## config.mk

```make
export PLATFORM = sky130hd
export DESIGN_NAME = round_key_store_flat
export DESIGN_NICKNAME = d
export VERILOG_FILES = /design/src/rtl/round_key_store_if.sv /design/src/rtl/round_key_store.sv /design/src/flat_wrapper.sv
export SDC_FILE = /design/constraint.sdc
export NUM_CORES = 2
export LEC_CHECK = 0
export ABC_AREA = 1
export CELL_PAD_IN_SITES_DETAIL_PLACEMENT = 2
export CELL_PAD_IN_SITES_GLOBAL_PLACEMENT = 2
export CORE_MARGIN = 2
export CORE_UTILIZATION = 41
export CTS_CLUSTER_DIAMETER = 120
export DETAILED_ROUTE_END_ITERATION = 8
export HOLD_SLACK_MARGIN = 0.08
export PLACE_DENSITY = 0.86
export SYNTH_ARGS = -nofsm -noshare
export SYNTH_HDL_FRONTEND = slang
export SYNTH_SLANG_ARGS = --single-unit
export TNS_END_PERCENT = 100
```

## constraint.sdc

```tcl
create_clock -name clk -period 12.3 [get_ports clk]
set_clock_uncertainty 0.15 [all_clocks]
set_input_delay 1.23 -clock clk [delete_from_list [all_inputs] [get_ports clk]]
set_output_delay 1.23 -clock clk [all_outputs]
set_load 0.03 [all_outputs]
```

## src/rtl/round_key_store_if.sv

```systemverilog
// Bus bundle for round_key_store: load control, subkey capture, read port, status.
interface round_key_store_if;
  logic         load_start;
  logic [1:0]   key_len;
  logic [127:0] subkey_in;
  logic         subkey_vld;
  logic         rd_en;
  logic [3:0]   rd_idx;
  logic         rd_rev;
  logic [127:0] rd_key;
  logic         rd_vld;
  logic         keys_ready;
  logic         busy;
  logic         err;

  modport master (
    output load_start, key_len, subkey_in, subkey_vld,
    output rd_en, rd_idx, rd_rev,
    input  rd_key, rd_vld, keys_ready, busy, err
  );

  modport slave (
    input  load_start, key_len, subkey_in, subkey_vld,
    input  rd_en, rd_idx, rd_rev,
    output rd_key, rd_vld, keys_ready, busy, err
  );
endinterface

```

## src/rtl/round_key_store.sv

```systemverilog
// AES round-key store: captures 11/13/15 expanded keys, then serves
// registered reads in forward or reverse (decryption) order.
module round_key_store (
  input  logic              clk,
  input  logic              reset,
  round_key_store_if.slave  bus
);

  localparam logic [1:0] S_IDLE  = 2'd0;
  localparam logic [1:0] S_FILL  = 2'd1;
  localparam logic [1:0] S_READY = 2'd2;

  logic [1:0]   state_q, state_d;
  logic [3:0]   wr_ptr_q, wr_ptr_d;
  logic [3:0]   nkeys_q, nkeys_d;
  logic         err_q, err_d;
  logic         rd_vld_q, rd_vld_d;
  logic [127:0] rd_key_q, rd_key_d;
  logic [127:0] mem_q [15];
  logic         wr_en;
  logic [3:0]   last_idx;
  logic [3:0]   eff_idx;

  always_comb begin
    state_d  = state_q;
    wr_ptr_d = wr_ptr_q;
    nkeys_d  = nkeys_q;
    err_d    = err_q;
    rd_vld_d = 1'b0;
    rd_key_d = '0;
    wr_en    = 1'b0;
    last_idx = nkeys_q - 4'd1;
    eff_idx  = bus.rd_rev ? (last_idx - bus.rd_idx)
                          : bus.rd_idx;
    if (bus.load_start) begin
      state_d  = S_FILL;
      wr_ptr_d = 4'd0;
      err_d    = 1'b0;
      unique case (1'b1)
        (bus.key_len == 2'd1): nkeys_d = 4'd13;
        (bus.key_len == 2'd2): nkeys_d = 4'd15;
        default:               nkeys_d = 4'd11;
      endcase
    end else begin
      unique case (state_q)
        S_FILL: begin
          if (bus.subkey_vld) begin
            wr_en = 1'b1;
            // pointer parks on the last entry once full
            if (wr_ptr_q == last_idx) state_d = S_READY;
            else wr_ptr_d = wr_ptr_q + 4'd1;
          end
        end
        S_READY: begin
          if (bus.subkey_vld) err_d = 1'b1;
          if (bus.rd_en) begin
            rd_vld_d = 1'b1;
            if (bus.rd_idx < nkeys_q) rd_key_d = mem_q[eff_idx];
            else err_d = 1'b1;
          end
        end
        default: ;
      endcase
    end
  end

  always_ff @(posedge clk) begin
    if (reset) begin
      state_q  <= S_IDLE;
      wr_ptr_q <= 4'd0;
      nkeys_q  <= 4'd11;
      err_q    <= 1'b0;
      rd_vld_q <= 1'b0;
      rd_key_q <= '0;
    end else begin
      state_q  <= state_d;
      wr_ptr_q <= wr_ptr_d;
      nkeys_q  <= nkeys_d;
      err_q    <= err_d;
      rd_vld_q <= rd_vld_d;
      rd_key_q <= rd_key_d;
    end
  end

  always_ff @(posedge clk) begin
    if (wr_en) mem_q[wr_ptr_q] <= bus.subkey_in;
  end

  assign bus.rd_key     = rd_key_q;
  assign bus.rd_vld     = rd_vld_q;
  assign bus.keys_ready = (state_q == S_READY);
  assign bus.busy       = (state_q == S_FILL);
  assign bus.err        = err_q;

endmodule
```

## src/flat_wrapper.sv

```systemverilog
// flat-port wrapper written by rule: the top's interface ports become plain ports
module round_key_store_flat 
  (clk, reset, bus_load_start, bus_key_len, bus_subkey_in, bus_subkey_vld, bus_rd_en, bus_rd_idx, bus_rd_rev, bus_rd_key, bus_rd_vld, bus_keys_ready, bus_busy, bus_err);
  round_key_store_if bus_i ();
  input  logic clk;
  input  logic reset;
  input wire logic [$bits(bus_i.load_start)-1:0] bus_load_start;
  input wire logic [$bits(bus_i.key_len)-1:0] bus_key_len;
  input wire logic [$bits(bus_i.subkey_in)-1:0] bus_subkey_in;
  input wire logic [$bits(bus_i.subkey_vld)-1:0] bus_subkey_vld;
  input wire logic [$bits(bus_i.rd_en)-1:0] bus_rd_en;
  input wire logic [$bits(bus_i.rd_idx)-1:0] bus_rd_idx;
  input wire logic [$bits(bus_i.rd_rev)-1:0] bus_rd_rev;
  output wire logic [$bits(bus_i.rd_key)-1:0] bus_rd_key;
  output wire logic [$bits(bus_i.rd_vld)-1:0] bus_rd_vld;
  output wire logic [$bits(bus_i.keys_ready)-1:0] bus_keys_ready;
  output wire logic [$bits(bus_i.busy)-1:0] bus_busy;
  output wire logic [$bits(bus_i.err)-1:0] bus_err;
  assign bus_i.load_start = bus_load_start;
  assign bus_i.key_len = bus_key_len;
  assign bus_i.subkey_in = bus_subkey_in;
  assign bus_i.subkey_vld = bus_subkey_vld;
  assign bus_i.rd_en = bus_rd_en;
  assign bus_i.rd_idx = bus_rd_idx;
  assign bus_i.rd_rev = bus_rd_rev;
  assign bus_rd_key = bus_i.rd_key;
  assign bus_rd_vld = bus_i.rd_vld;
  assign bus_keys_ready = bus_i.keys_ready;
  assign bus_busy = bus_i.busy;
  assign bus_err = bus_i.err;
  round_key_store u_core (.clk(clk), .reset(reset), .bus(bus_i));
endmodule
```

==> flow_summary.toml <==
[power_and_ir_drop]
irDropWorstVdd_mv = 0.172
fin_total_pwr_mw = 15.8
net-switching-power_mw = 3.98
comb_power_share = 0.078
power_leakage_nw = 38.4
switching_power_share_of_the_total = 0.252
pwr_density_cell_mw_per_mm2 = 165
internal-power_mw = 11.8
pwr-share-seq = 0.486
pwr-share-clk = 0.435

[detailed_routing]
drc = 0
top_layer_used = "met5"
drt-pass1-iter-count = 6
m1WireLength_um = 123000
via_count = 61624
met3_wirelength_um = 16000
avgRoutedWirePerCell_um = 29.3
met2WireLength_um = 168000
route.antenna.remaining_nets = 0
routed_wl_um = 323000
post_drt_via_cell_ratio = 5.59
drt-initial-drc-count = 5376

[critical_path]
critical_path.endpoint_type = "flop"
critical_path.startpoint_type = "primary input"
arrival_time_at_the_worst_endpoint_ps = 6450
setup.worst_path.start = "bus_rd_idx[0]"
required_ps = 12900
worst-setup-path-type = "in -> reg"
timing.rr.start = "u_core.nkeys_q[1]"
path_max_fanout = 159

[logic_synthesis]
post_synth_num_cell_types = 19
synth_seq_area_share = 0.726
cells_after_synthesis = 7957
synth-warning-count = 0
post_synth_instance_area_mm2 = 0.0832
synth-seq-cells = 2058
syn-mean-instance-area_um2 = 10.5
netlist.area_leader.share = 0.693
synth.net_count = 8106
netlist_top_cells_area = "edfxtp_1 69%, nand2_1 23%, dfxtp_1 3.3%"
synth_top_cell_by_area = "edfxtp_1"

[timing]
highest_achievable_clock_rate_ghz = 0.171
setup_total_negative_slack_ps = 0
slew_at_the_pin_closest_to_its_max_slew_limit_ps = 1280
post-route-worst-setup-slack_ps = 6450
layout_min_cycle_time_ps = 5850
final-max-slew-violation-count = 0
number_of_hold_slack_violations_in_the_final_timing_report = 0
slew-limit-headroom = 0.147
setup_violations = 0
final.period_utilization = 0.476
rsz0062_at_grt = "false"

[clock_network]
cts-root-to-sink-buffers = 3
cts_post_setup_buffers_inserted = 0
clock_tree.htree_level_count = 4
root_buffer = "clkbuf_16"
cts.clk_slew.worst_paths_ps = 60
insertion_delay_ps = 900
post_cts_resized = 0
post_cts_hold_buffer_count = 0
cts_tree = "done"
cts_made_buffers = 220
clkSinkCount = 2058

[finish]
syn2layout_area_growth_pct = 14.9
fin_util = 0.473
drive_above_1_share = 0.0518
finalNetCount = 8278
fin_area_mm2 = 0.0956

[die]
io_pins = 272
floorplan.die.width_um = 454
fp.dieH_um = 454
initial_core_util = 0.412
design.core.area_mm2 = 0.202
num_rows = 165
die-area_mm2 = 0.206

[global_routing]
grt_remaining_overflow = 0
grt_start_max_net_pins = 204
grt_antenna_before_repair = 40
grt_use_total = 0.302
grt_pass1_wl_um = 462000
first_global_vias = 69217

[flow_run]
maxCapViolCount = 0

[placement]
dpl_cell_area_mm2 = 0.0883
dp_hpwl_um = 156000
io_buf_count = 271
gp_congestion = 0.756
preCtsSetupSlack_ps = 5940

[hold_path]
holdCritStartpoint = "u_core.bus.err"
timing.hold.worst.class = "reg -> reg"

[run_status]
run_status = "complete, no violations"
[layout make-up]
class	count	area (µm²)
fill	20372	106000
sequential	2058	60400
multi-input combinational	5464	21000
clock buffer	299	6150
timing repair buffer	360	3500
tap	2672	3340
clock inverter	116	1020
inverter	25	109
antenna	28	70.1
[state kept, by name, summed over array words and instances, names as in the netlist]
signal,flops
u_core.bus.err,1
u_core.bus.rd_key,128
u_core.bus.rd_vld,1
u_core.mem_q,1920
u_core.nkeys_q,2
u_core.state_q,2
u_core.wr_ptr_q,4
[cells by family after synthesis]
kind of cell / Yosys count / synth area share
adder cells (fa/ha/maj): 9 / 0.00144
flip-flops: 2058 / 0.726
AND/OR/NAND/NOR: 5435 / 0.247
AO/OA/AOI/OAI: 18 / 0.00120
buffers and inverters: 435 / 0.0233
XOR/XNOR: 2 / 0.000211
[final timing paths]
check                           cells after the start                     to  slack [ps]
worst max-delay path                               11  u_core.bus.rd_key[17]        6450
worst min-delay path                                2         u_core.bus.err         350
worst max register to register                     11  u_core.bus.rd_key[17]        7060
worst min register to register                      2         u_core.bus.err         350
[metal layers]
metal,vias to the layer above,track usage
met5,-,0
met4,14,0.147
met3,841,0.0399
met2,2294,0.544
met1,32283,0.354
li1,26192,-
[synth_stat cells]
library cell  count
a211oi_1          1
a21oi_1          11
buf_1            29
buf_2           227
buf_4             5
clkbuf_1        149
dfxtp_1         138
edfxtp_1       1920
fa_1              1
ha_1              8
inv_1            23
inv_2             2
nand2_1        5020
nand3_1         137
nor2_1          275
nor3_1            3
o21ai_0           4
o21ai_2           2
xor2_1            2
[cell usage in the layout (no fill, tap or decap), types with 17 or more instances in the layout]
master / netlist / final
nand3_1: 137 / 137
inv_1: 23 / 22
clkbuf_8: 0 / 26
buf_4: 5 / 80
clkinv_1: 0 / 48
diode_2: 0 / 28
clkdlybuf4s50_1: 0 / 270
nand2_1: 5020 / 5018
clkinv_2: 0 / 38
dfxtp_1: 138 / 138
bufinv_16: 0 / 17
clkbuf_1: 149 / 49
nor2_1: 275 / 262
edfxtp_1: 1920 / 1920
clkbuf_16: 0 / 224
[power by group through the flow]
stage	combinational, mW	clock (mW)	sequential, mW
floorplan	0.682	0	7.81
global placement	1.06	0	7.81
detailed placement	1.16	0	7.81
CTS	1.22	6.86	7.66
global route	1.34	7.14	7.66
finish	1.23	6.86	7.66
[stage by stage]
step                hold slack (ps)  std cells
CTS                             354      10994
global route                    373      11020
floorplan                       298       7957
detailed placement              330      10579
finish                          350      11022
global placement                320      10579
[worst max-delay path, stage by stage]
cell,delay [ps]
buf_8,610
fa_1,640
o21ai_4,850
buf_4,830
buf_12,660
nand2_1,210
nand2_1,150
nand2_1,70
nand3_1,170
nand2_1,110
nor2_1,420
(Power assumes the default switching activity.)
